<file path="config.mk">
export PLATFORM = sky130hd
export DESIGN_NAME = wb_commit_stage
export DESIGN_NICKNAME = d
export VERILOG_FILES = /design/src/rtl/wb_pkg.sv /design/src/rtl/wb_trace_fifo.sv /design/src/rtl/wb_commit_stage.sv
export SDC_FILE = /design/constraint.sdc
export NUM_CORES = 1
export LEC_CHECK = 0
export ABC_CLOCK_PERIOD_IN_PS = 3080
export BUFFER_PORTS_ARGS = -buffer_cell sky130_fd_sc_hd__buf_2
export CAP_MARGIN = 5
export CORE_AREA = 2 2 175 177
export DETAILED_ROUTE_END_ITERATION = 12
export DIE_AREA = 0 0 177 179
export PLACE_DENSITY_LB_ADDON = 0.25
export SYNTH_ARGS = -nofsm -noshare
export SYNTH_HDL_FRONTEND = slang
export SYNTH_SLANG_ARGS = --single-unit
export TNS_END_PERCENT = 20
</file>
<file path="constraint.sdc">
create_clock -name clk -period 3.08 [get_ports clk]
set_input_delay 0.77 -clock clk [delete_from_list [all_inputs] [get_ports clk]]
set_output_delay 0.77 -clock clk [all_outputs]
set_load 0.02 [all_outputs]
</file>
<file path="src/rtl/wb_pkg.sv">
// rtl/wb_pkg.sv - shared types and exception codes for the writeback/commit stage
package wb_pkg;

    localparam int WB_DATA_W    = 32;
    localparam int WB_RADDR_W   = 5;
    localparam int WB_CSR_NUM_W = 14;

    localparam logic [5:0] ECODE_INT = 6'h00;
    localparam logic [5:0] ECODE_ADE = 6'h08;
    localparam logic [5:0] ECODE_ALE = 6'h09;
    localparam logic [5:0] ECODE_SYS = 6'h0b;
    localparam logic [5:0] ECODE_BRK = 6'h0c;
    localparam logic [5:0] ECODE_INE = 6'h0d;
    localparam logic [5:0] ECODE_IPE = 6'h0e;

    localparam logic [8:0] ESUBCODE_ADEF = 9'h000;
    localparam logic [8:0] ESUBCODE_ADEM = 9'h001;

    typedef struct packed {
        logic [WB_DATA_W-1:0]  pc;
        logic [3:0]            we;
        logic [WB_RADDR_W-1:0] waddr;
        logic [WB_DATA_W-1:0]  wdata;
    } wb_trace_t;

    typedef struct packed {
        logic [WB_DATA_W-1:0]    pc;
        logic [WB_DATA_W-1:0]    result;
        logic                    gr_we;
        logic [WB_RADDR_W-1:0]   dest;
        logic                    csr_re;
        logic                    csr_we;
        logic [WB_CSR_NUM_W-1:0] csr_num;
        logic [WB_DATA_W-1:0]    csr_wmask;
        logic [WB_DATA_W-1:0]    csr_wvalue;
        logic                    ex;
        logic [5:0]              ecode;
        logic [8:0]              esubcode;
        logic                    ertn;
    } wb_stage_t;

endpackage

</file>
<file path="src/rtl/wb_trace_fifo.sv">
// rtl/wb_trace_fifo.sv - retire-trace FIFO with extra-MSB pointers
module wb_trace_fifo #(
    parameter int WIDTH = 8,
    parameter int DEPTH = 4
) (
    input  logic             clk,
    input  logic             rst,
    input  logic             push,
    input  logic [WIDTH-1:0] push_data,
    input  logic             pop,
    output logic             full,
    output logic             empty,
    output logic [WIDTH-1:0] head
);

    localparam int AW = $clog2(DEPTH);

    logic [AW:0]      wptr;
    logic [AW:0]      rptr;
    logic [WIDTH-1:0] mem [DEPTH];
    logic             do_push;
    logic             do_pop;

    // Equal low bits with differing wrap bits means the writer lapped the reader.
    assign full    = (wptr[AW] != rptr[AW]) && (wptr[AW-1:0] == rptr[AW-1:0]);
    assign empty   = (wptr == rptr);
    assign do_push = push & ~full;
    assign do_pop  = pop & ~empty;
    assign head    = mem[rptr[AW-1:0]];

    always_ff @(posedge clk) begin
        if (rst) begin
            wptr <= '0;
            rptr <= '0;
        end else begin
            if (do_push) wptr <= wptr + 1'b1;
            if (do_pop)  rptr <= rptr + 1'b1;
        end
    end

    always_ff @(posedge clk) begin
        if (do_push) mem[wptr[AW-1:0]] <= push_data;
    end

endmodule

</file>
<file path="src/rtl/wb_commit_stage.sv">
// rtl/wb_commit_stage.sv - writeback/commit stage; WB_TRACE_FIFO_EN selects the backpressured trace FIFO
module wb_commit_stage
    import wb_pkg::*;
#(
    parameter int DATA_W      = 32,
    parameter int RADDR_W     = 5,
    parameter int CSR_NUM_W   = 14,
    parameter int TRACE_DEPTH = 4
) (
    input  logic                 clk,
    input  logic                 rst,
    input  logic                 ms_valid,
    input  logic [DATA_W-1:0]    ms_pc,
    input  logic [DATA_W-1:0]    ms_result,
    input  logic                 ms_gr_we,
    input  logic [RADDR_W-1:0]   ms_dest,
    input  logic                 ms_csr_re,
    input  logic                 ms_csr_we,
    input  logic [CSR_NUM_W-1:0] ms_csr_num,
    input  logic [DATA_W-1:0]    ms_csr_wmask,
    input  logic [DATA_W-1:0]    ms_csr_wvalue,
    input  logic                 ms_ex,
    input  logic [5:0]           ms_ecode,
    input  logic [8:0]           ms_esubcode,
    input  logic                 ms_ertn,
    output logic                 wb_allowin,
    output logic                 rf_we,
    output logic [RADDR_W-1:0]   rf_waddr,
    output logic [DATA_W-1:0]    rf_wdata,
    output logic                 csr_re,
    output logic                 csr_we,
    output logic [CSR_NUM_W-1:0] csr_num,
    output logic [DATA_W-1:0]    csr_wmask,
    output logic [DATA_W-1:0]    csr_wvalue,
    input  logic [DATA_W-1:0]    csr_rvalue,
    output logic                 wb_ex,
    output logic                 ertn_flush,
    output logic [5:0]           wb_ecode,
    output logic [8:0]           wb_esubcode,
    output logic [DATA_W-1:0]    wb_pc,
    output logic                 trace_valid,
    input  logic                 trace_ready,
    output logic [DATA_W-1:0]    trace_pc,
    output logic [3:0]           trace_we,
    output logic [RADDR_W-1:0]   trace_waddr,
    output logic [DATA_W-1:0]    trace_wdata
);

    logic                 ws_valid;
    wb_stage_t            ws_q;
    wb_stage_t            ms_entry;
    logic                 ws_ready_go;
    logic                 retire;
    logic                 flush;
    logic                 accept;
    logic                 trace_push;
    logic [WB_DATA_W-1:0] wdata;
    wb_trace_t            trace_entry;
    wb_trace_t            trace_view;

    assign flush      = wb_ex | ertn_flush;
    assign wb_allowin = ~ws_valid | ws_ready_go;
    assign accept     = ms_valid & wb_allowin & ~flush;
    assign retire     = ws_valid & ws_ready_go;

    always_comb begin
        ms_entry            = '0;
        ms_entry.pc         = WB_DATA_W'(ms_pc);
        ms_entry.result     = WB_DATA_W'(ms_result);
        ms_entry.gr_we      = ms_gr_we;
        ms_entry.dest       = WB_RADDR_W'(ms_dest);
        ms_entry.csr_re     = ms_csr_re;
        ms_entry.csr_we     = ms_csr_we;
        ms_entry.csr_num    = WB_CSR_NUM_W'(ms_csr_num);
        ms_entry.csr_wmask  = WB_DATA_W'(ms_csr_wmask);
        ms_entry.csr_wvalue = WB_DATA_W'(ms_csr_wvalue);
        ms_entry.ex         = ms_ex;
        ms_entry.ecode      = ms_ecode;
        ms_entry.esubcode   = ms_esubcode;
        ms_entry.ertn       = ms_ertn;
    end

    always_ff @(posedge clk) begin
        if (rst) begin
            ws_valid <= 1'b0;
            ws_q     <= '0;
        end else begin
            if (accept)      ws_valid <= 1'b1;
            else if (retire) ws_valid <= 1'b0;
            if (accept)      ws_q     <= ms_entry;
        end
    end

    assign wdata = ws_q.csr_re ? WB_DATA_W'(csr_rvalue) : ws_q.result;

    assign rf_we       = retire & ws_q.gr_we & ~ws_q.ex;
    assign rf_waddr    = RADDR_W'(ws_q.dest);
    assign rf_wdata    = DATA_W'(wdata);
    assign csr_re      = ws_valid & ws_q.csr_re;
    assign csr_we      = retire & ws_q.csr_we & ~ws_q.ex;
    assign csr_num     = CSR_NUM_W'(ws_q.csr_num);
    assign csr_wmask   = DATA_W'(ws_q.csr_wmask);
    assign csr_wvalue  = DATA_W'(ws_q.csr_wvalue);
    assign wb_ex       = retire & ws_q.ex;
    assign ertn_flush  = retire & ws_q.ertn & ~ws_q.ex;
    assign wb_ecode    = ws_q.ecode;
    assign wb_esubcode = ws_q.esubcode;
    assign wb_pc       = DATA_W'(ws_q.pc);

    // Excepting instructions never reach the trace; ERTN does, with we=0.
    assign trace_push        = retire & ~ws_q.ex;
    assign trace_entry.pc    = ws_q.pc;
    assign trace_entry.we    = {4{rf_we}};
    assign trace_entry.waddr = ws_q.dest;
    assign trace_entry.wdata = wdata;

`ifdef WB_TRACE_FIFO_EN
    logic      trace_full;
    logic      trace_empty;
    wb_trace_t trace_head;

    wb_trace_fifo #(
        .WIDTH ($bits(wb_trace_t)),
        .DEPTH (TRACE_DEPTH)
    ) u_trace_fifo (
        .clk       (clk),
        .rst       (rst),
        .push      (trace_push),
        .push_data (trace_entry),
        .pop       (trace_valid & trace_ready),
        .full      (trace_full),
        .empty     (trace_empty),
        .head      (trace_head)
    );

    // Stall on the registered full flag only, so trace_ready never reaches wb_allowin.
    assign ws_ready_go = ~trace_full;
    assign trace_valid = ~trace_empty;
    assign trace_view  = trace_valid ? trace_head : '0;
`else
    localparam int unused_trace_depth = TRACE_DEPTH;
    logic      unused_trace_ready;
    logic      trace_pulse;
    wb_trace_t trace_q;

    assign unused_trace_ready = trace_ready;

    always_ff @(posedge clk) begin
        if (rst) begin
            trace_pulse <= 1'b0;
            trace_q     <= '0;
        end else begin
            trace_pulse <= trace_push;
            if (trace_push) trace_q <= trace_entry;
        end
    end

    assign ws_ready_go = 1'b1;
    assign trace_valid = trace_pulse;
    assign trace_view  = trace_q;
`endif

    assign trace_pc    = DATA_W'(trace_view.pc);
    assign trace_we    = trace_view.we;
    assign trace_waddr = RADDR_W'(trace_view.waddr);
    assign trace_wdata = DATA_W'(trace_view.wdata);

endmodule

</file>
==> impl_summary.md, run 1 <==
Placed design
The worst slack at placement is 869.6 ps. Buffers placed on the I/O ports in this run total 442. At the end of routability-driven placement, the weighted congestion stood at 0.7939.

The placed instance area is 12450 um2. The placed cell count is 1855. The placed wire-length estimate after detailed placement is 21350 um.

Setup path
For the worst setup path, the data arrival time is 1960 ps. The startpoint kind of the worst setup timing path is a flip-flop. The worst reg-to-reg setup slack is 1270 ps. At the worst endpoint, the required time is 2310 ps. The startpoint identified for the worst register-to-register timing path is ws_q[0]$_SDFFE_PP0P_. The highest net fanout along the worst path is 35.

Broken down by cell family, the worst path's largest delay share belongs to buffers and inverters. The signal on the critical path passes through nor2b_4 > buf_4 > and2_1 > buf_2. The largest single stage delay on the critical path is 480 ps.

The standard cell with the maximum stage delay on the critical path is sky130_fd_sc_hd__dfxtp_1. The kind of critical path is flip-flop to output pin. The worst register-to-register path has a depth of 4. The critical path capture point type is an output pin. The endpoint identified for the worst register-to-register timing path is ws_q[131]$_SDFFE_PP0P_.

The combined buffer and inverter count along the critical path is 2.

Pwr
The total power of the final layout is 7.732 mW. Power spread over the standard cell area amounts to 580.6 nW/um2. IR analysis of the VDD net gives a maximum drop of 0.3957 mV. In this run the static leakage power is 5.737 nW.

Hold path
The hold path endpoint is trace_waddr[4]$_SDFFE_PP0P_. The type of the tightest min-delay check is flip-flop to flip-flop. The worst hold path startpoint is trace_waddr[4]$_SDFFE_PP0P_. Along the worst hold path, the cell count comes to 2.

Die
The width of the chip is 177 um. The floorplan has 64 rows. In this run the count of I/O pins placed on the die edge is 445.

The core area is 30030 um2. The die outline height is 179 um. The full die area is 31680 um2. The initial standard-cell utilization of the core is 0.3686.

Synthesis
Among all cell types in the netlist, the one instantiated most often is sky130_fd_sc_hd__dfxtp_1. The leading area contributor after synthesis is sky130_fd_sc_hd__dfxtp_1. The most used flip-flop cell after synthesis is sky130_fd_sc_hd__dfxtp_1. The synthesized design contains 0 enable-type register cells. The synthesized flop and latch total is 239. A synthesized cell averages 8.862 um2. Sorting the synthesized cells by area gives the leading types as sky130_fd_sc_hd__dfxtp_1, sky130_fd_sc_hd__nand4b_1, sky130_fd_sc_hd__buf_4, sky130_fd_sc_hd__nand2b_1, sky130_fd_sc_hd__o21ai_1. The instance count of the mapped netlist is 1249. The async set-reset flop share out of synthesis is 0. The share of synthesized area in the top cell type comes to 0.4323.

The share of synthesized area occupied by flip-flops and latches is 0.4323. The post-synth net total is 1452. In this run the cell area of the synthesized design comes to 11070 um2. During synthesis, Yosys emitted a total of 0 warnings. After synthesis, the most frequently instantiated cells are sky130_fd_sc_hd__dfxtp_1, sky130_fd_sc_hd__nand2b_1, sky130_fd_sc_hd__nand4b_1.

The number of distinct library cells after synthesis is 23.

Global routing
The via count of the first global-routing pass came to 8757. The total overflow reported by the global router is 0. Entering global routing, the biggest net connects 169 pins. The number of antenna violations at the first check in global routing is 2. In the global route stage, overall resource usage came out at 0.1922.

The wire length of the first global-routing pass is 49000 um.

Detailed routing
For this run, design rule violations remaining after detail routing come to 0. The overall routed net length is 32510 um. The violation count after the first detailed-route iteration is 568.

The detailed router put a total of 13930 um of wire on met1. The via density per instance is 4.927. The routed design uses 2557 um of met3 wire.

The length of routed met2 wiring is 15170 um. The number of nets still failing antenna checks after routing is 0. The total iterations of the first detailed-routing run is 5.

The routed layout has 9377 vias. The top metal layer carrying routed signals is met4. The average detailed-routed wire length per instance is 17.08 um.

Clocking
Buffers inserted to repair hold after CTS numbered 0. The TritonCTS clock tree is yes. In this run the number of H-tree levels came out at 1. The master cell of the clock root buffer is sky130_fd_sc_hd__clkbuf_16. Post-CTS repair changed the size of 0 cells. The number of buffers created by CTS is 27. The clock input transition at the sequential cells of the worst setup and hold paths is 60 ps. Clock latency on the worst-skew pair, taken at its later pin, is 540 ps. The CTS sink count is 239.

Buffers added to address setup during post-CTS repair amount to 0. The maximum clock insertion buffer count is 3.

STA
The max-slew violation total from the final report is 0. The worst clock skew is 21.05 ps. In the finished design, the share of the clock period the worst path needs comes to 0.8874. The final critical-path required period is 2733 ps. Hold is met by 448.6 ps. The highest attainable clock frequency is 0.3659 GHz. At the pin with the least slew margin, the transition time is 911.0 ps. Once routing completed, OpenROAD measured the worst setup slack at 347.0 ps. The number of failing setup endpoints in the final timing report is 0.

The aggregate negative setup slack is 0 ps. The relative slew slack is 0.3927. Setup repair after global routing left no endpoint under its margin.

The hold violation count in the final report is 0.

Finish
The count of nets after finishing is 1691. Of the cells placed in the final design, the portion with a size suffix greater than 1 is 0.3586. From synthesis to final layout, the design area changed by 20.33%.

For this run, the share of the core covered by cells in the final layout is 0.4435. The finished layout cell area is 13320 um2. The final cell count without fillers is 1903.

Status
The flow ran to the end, and the final reports show no timing, DRC or antenna violations.

Flow run
The max capacitance violation total is 0.
registers in the layout, summed over array words and instances, names as in the netlist:
| register | count |
|---|---|
| wb_ecode | 6 |
| trace_valid | 1 |
| csr_num | 14 |
| trace_wdata | 32 |
| ws_q | 37 |
| trace_we | 1 |
| csr_wmask | 32 |
| csr_wvalue | 32 |
| wb_esubcode | 9 |
| wb_pc | 32 |
| retire | 1 |
| rf_waddr | 5 |
| trace_waddr | 5 |
| trace_pc | 32 |
logic make-up (layout without fill, tap and decap cells):
kind of cell,Yosys count,count (layout),share of synthesized area
AOI/OAI and AO/OA,206,206,0.09417
buffers and inverters,255,512,0.1479
DFF,239,239,0.4323
muxes,32,32,0.03256
other,1,2,0.0003388
and+or+nand+nor,516,516,0.2928
worst min-delay path, stage by stage (launching register included):
cell and delay, ps:
sky130_fd_sc_hd__dfxtp_1 300, sky130_fd_sc_hd__nand2_1 50, sky130_fd_sc_hd__a21oi_1 50
worst max path at each step:
stage	cells after the start	slack, ps	to	from
2_1_floorplan	4	1210	csr_we	retire$_SDFF_PP0_
3_3_place_gp	4	890	csr_we	retire$_SDFF_PP0_
3_5_place_dp	4	870	csr_we	retire$_SDFF_PP0_
4_1_cts	4	290	csr_we	retire$_SDFF_PP0_
5_1_grt	4	200	csr_we	retire$_SDFF_PP0_
6_report	4	350	csr_we	retire$_SDFF_PP0_
routing by layer:
layer  GRT usage  vias up
met1      0.2471     4351
li1            -     4610
met4     0.06026        0
met5           0        -
met3     0.04983       53
met2      0.3150      363
final cells by class:
cell class / instances / area [um2]
multi-input cells: 755 / 4664
clock buffers: 42 / 812.0
clock inverters: 5 / 53.80
repair buffers: 464 / 2501
flip-flops and latches: 239 / 4785
inverters: 1 / 3.754
diodes: 1 / 2.502
fillers: 3059 / 16710
well taps: 396 / 495.5
power breakdown:
| group | total [mW] | leakage [nW] | switching, mW | internal [mW] |
|---|---|---|---|---|
| Clock | 3.16 | 0.429 | 1.28 | 1.88 |
| Sequential | 3.38 | 1.96 | 0.105 | 3.28 |
| Combinational | 1.19 | 3.34 | 0.718 | 0.470 |
cell usage in the layout (no fill, tap or decap), drive strengths merged:
| cell type | instances |
|---|---|
| nand2b | 167 |
| buf | 463 |
| nor2b | 2 |
| a21oi | 38 |
| clkbuf | 43 |
| nand4b | 165 |
| diode | 1 |
| nor2 | 67 |
| inv | 2 |
| nor3 | 32 |
| mux2 | 32 |
| conb | 1 |
| nand2 | 78 |
| o21ai | 166 |
| a2bb2oi | 1 |
| a32oi | 1 |
| dfxtp | 239 |
| bufinv | 1 |
| clkinv | 3 |
| and2 | 5 |
(Power assumes the default switching activity.)
==> run 2: changes to the inputs <==
--- a/config.mk
+++ b/config.mk
@@ -5,13 +5,13 @@
 export SDC_FILE = /design/constraint.sdc
 export NUM_CORES = 1
 export LEC_CHECK = 0
-export ABC_CLOCK_PERIOD_IN_PS = 3080
+export ABC_CLOCK_PERIOD_IN_PS = 2300
 export BUFFER_PORTS_ARGS = -buffer_cell sky130_fd_sc_hd__buf_2
 export CAP_MARGIN = 5
 export CORE_AREA = 2 2 175 177
 export DETAILED_ROUTE_END_ITERATION = 12
 export DIE_AREA = 0 0 177 179
-export PLACE_DENSITY_LB_ADDON = 0.25
+export PLACE_DENSITY = 0.73
 export SYNTH_ARGS = -nofsm -noshare
 export SYNTH_HDL_FRONTEND = slang
 export SYNTH_SLANG_ARGS = --single-unit
==> constraint.sdc (replaced) <==
create_clock -name clk -period 2.3 [get_ports clk]
set_input_delay 0.575 -clock clk [delete_from_list [all_inputs] [get_ports clk]]
set_output_delay 0.575 -clock clk [all_outputs]
set_load 0.02 [all_outputs]
==> impl_summary.md, run 2 (synthesis gave the netlist of run 1 again) <==
Placed design
The placed wire-length estimate after detailed placement is 21490 um (+0.64%). The count of buffers inserted at the top-level ports is 442 (unchanged). The routability congestion estimate from global placement is 0.7918 (-0.26%).

The placed instance area is 12600 um2 (+1.2%). The worst slack at placement is 449.3 ps (-420.3 ps). The placed cell count was 1868 (+0.70%).

STA
The worst clock skew is 5.209 ps (-15.84 ps). The number of failing setup endpoints in the final timing report was 0 (unchanged). Dividing the final minimum period by the clock period gives 0.9834. The transition time at the pin with the least slew margin was 528.0 ps (-383.0 ps). Setup repair after global routing left no endpoint under its margin. The hold violation count in the final report came to 0 (unchanged). Timing would allow up to 0.4421 GHz.

The max-slew violation total from the final report came to 0 (unchanged). The aggregate negative setup slack was 0 ps (unchanged). The final critical-path required period is 2262 ps. The worst setup slack after layout is 38.20 ps (-308.8 ps). The relative slew slack was 0.6480 (+0.2553).

Clocking
The latest clock arrival within the worst-skew pair was 520 ps (-20 ps). The CTS sink count came to 239 (unchanged). The number of buffers created by CTS is 26 (-3.7%).

The number of buffers added to fix hold violations after cts is 0 (unchanged). The maximum level of the CTS H-tree came to 1 (unchanged). The master cell of the clock root buffer is sky130_fd_sc_hd__clkbuf_16. The maximum clock insertion buffer count is 3 (unchanged). The clock input transition at the sequential cells of the worst setup and hold paths is 60 ps (about the same).

The TritonCTS clock tree is yes.

Global routing
The total overflow reported by the global router is 0 (unchanged). The number of antenna violations at the first check in global routing is 0 (-2). The wire length of the first global-routing pass is 46700 um (-4.7%). The via count of the first global-routing pass is 8769 (+0.14%). The largest net degree at the start of global routing came to 101 (-40%).

The aggregate global-route resource usage was 0.1818 (-0.01044).

Detailed routing
The DRC violation count after routing is 0 (unchanged). The total iterations of the first detailed-routing run was 5 (unchanged). The via density per instance is 4.993 (+1.3%).

The overall routed net length is 31750 um (-2.4%). The total number of vias is 9576 (+2.1%). The average detailed-routed wire length per instance is 16.55 um (-3.1%).

The number of nets still failing antenna checks after routing is 0 (unchanged). The violation count after the first detailed-route iteration was 516 (-9.2%).

Finish
The library cells used most frequently in the layout, excluding fill and tap cells, are sky130_fd_sc_hd__buf_2, sky130_fd_sc_hd__dfxtp_1, sky130_fd_sc_hd__nand2b_1, sky130_fd_sc_hd__nand4b_1, sky130_fd_sc_hd__o21ai_1. The finished layout cell area was 13520 um2 (+1.5%). Leaving out fill and tap cells, the most frequent cell in the layout is sky130_fd_sc_hd__buf_2. The layout overhead on the synthesized area is 22.16%.

The combined area of the multi-input logic cells is 4667 um2 (about the same). The final cell count without fillers came to 1918 (+0.79%). The layout cell share with drive strength beyond 1 came to 0.3688 (+0.01027).

The register with the highest flop count is ws_q. The count of nets after finishing is 1704 (+0.77%). The count of filler cells inserted in the layout was 2926 (-4.3%).

The area taken by flip-flops and latches is 4787 um2 (about the same). The flip-flop count of the largest register after layout is 37 (unchanged).

Hold path
The number of cells traversed by the worst hold path came to 3 (+1). The type of the tightest min-delay check is input port to flip-flop. The worst hold path terminates at wb_pc[23]$_SDFFE_PP0P_.

The startpoint identified for the worst hold timing path is ms_pc[23].

Setup path
The highest net fanout along the worst path is 17 (-51%). The longest individual stage delay on the worst path came to 400 ps (-80 ps). In this run the critical register-to-register path is captured at trace_wdata[30]$_SDFFE_PP0P_.

The critical path capture point type is an output pin. The number of cells on the worst reg-to-reg path is 4 (unchanged). The required time of the critical path is 1730 ps (-580 ps). The critical path arrival was 1690 ps (-270 ps). The worst setup path is launched from a flip-flop.

Walking the worst path, the cells encountered are buf_12 > mux2_2 > buf_2. The slowest stage of the critical path belongs to the cell sky130_fd_sc_hd__dfxtp_2. The worst reg-to-reg setup slack is 740 ps (-530 ps). The worst register-to-register path begins at ws_q[16]$_SDFFE_PP0P_. The kind of critical path is flip-flop to output pin.

Die
The initial standard-cell utilization of the core was 0.3686 (unchanged). The die outline height is 179 um (unchanged). The width of the chip is 177 um (unchanged).

The number of I/O pins was 445 (unchanged). The number of rows created at floorplan is 64 (unchanged). The core area came to 30030 um2 (unchanged). The full die area was 31680 um2 (unchanged).

Pwr
The highest ir drop seen on vdd is 0.4492 mV (+14%). The power per cell area is 771.3 nW/um2 (+33%). The leakage component of the power came to 5.844 nW (+1.9%).

Flow run
The max capacitance violation total was 0 (unchanged).

Status
The run finished with clean final reports.
## run 2: cell count changes in the layout (fill, tap and decap cells not counted)
| cell | delta |
|---|---|
| sky130_fd_sc_hd__buf_12 | +4 |
| sky130_fd_sc_hd__nand2_2 | +1 |
| sky130_fd_sc_hd__clkbuf_1 | -3 |
| sky130_fd_sc_hd__dfxtp_1 | -2 |
| sky130_fd_sc_hd__nand2_1 | -1 |
| sky130_fd_sc_hd__inv_6 | -1 |
| sky130_fd_sc_hd__clkinvlp_4 | +1 |
| sky130_fd_sc_hd__clkinv_2 | +2 |
| sky130_fd_sc_hd__clkbuf_8 | +2 |
| sky130_fd_sc_hd__clkbuf_16 | +1 |
| sky130_fd_sc_hd__buf_4 | +9 |
| sky130_fd_sc_hd__dfxtp_2 | +2 |
## run 2: worst max-delay path by stage
stage | cells after the start | to | startpoint | slack, ps
after floorplan | 4 | csr_we | retire$_SDFF_PP0_ | 630
after global placement | 4 | rf_we | retire$_SDFF_PP0_ | 510
after detailed placement | 4 | rf_we | retire$_SDFF_PP0_ | 450
after global routing | 3 | rf_wdata[25] | ws_q[96]$_SDFFE_PP0P_ | 20
final | 3 | rf_wdata[25] | ws_q[96]$_SDFFE_PP0P_ | 40
after CTS | 3 | rf_wdata[25] | ws_q[96]$_SDFFE_PP0P_ | 3
## run 2: routing by layer
layer	routed length (um)	track usage
met5	0	0
met4	886	0.05854
met3	2541	0.04474
met2	15550	0.3157
met1	12770	0.2201
## run 2: worst max-delay path, delay by kind of cell (launching register included)
| family | cells | cell delay (ps) |
|---|---|---|
| buf+inv | 2 | 350 |
| flops | 1 | 400 |
| mux | 1 | 390 |
## run 2: stage by stage
stage                     hold WS, ps  total power [mW]  utilization
after floorplan                 439.7             5.809            -
final                           305.6             10.43       0.4503
after CTS                       280.6             10.54       0.4493
after global placement          439.1             6.211       0.4195
after global routing            295.1             10.84       0.4502
after detailed placement        440.9             6.239       0.4195
## run 2: power by group
part | leakage [nW] | switching, mW | internal, mW
registers | 1.96 | 0.142 | 4.39
clock network | 0.443 | 1.69 | 2.57
logic | 3.44 | 0.975 | 0.658
total | 5.84 | 2.81 | 7.62
## run 2: repair_timing
| action | 4_1_cts | 5_1_grt |
|---|---|---|
| gates cloned | 0 | 1 |
| pin swaps | 0 | 0 |
| hold endpoints to repair | 0 | 0 |
| setup endpoints to repair | 1 | 4 |
| buffers inserted | 0 | 0 |
| gates resized for setup | 2 | 1 |
## run 2: layout make-up
type | count | area share
tap | 396 | 0.03665
timing repair buffer | 478 | 0.1978
antenna | 1 | 0.0001851
clock inverter | 7 | 0.004627
multi-input combinational | 755 | 0.3452
inverter | 1 | 0.0002776
clock buffer | 41 | 0.06126
sequential | 239 | 0.3541
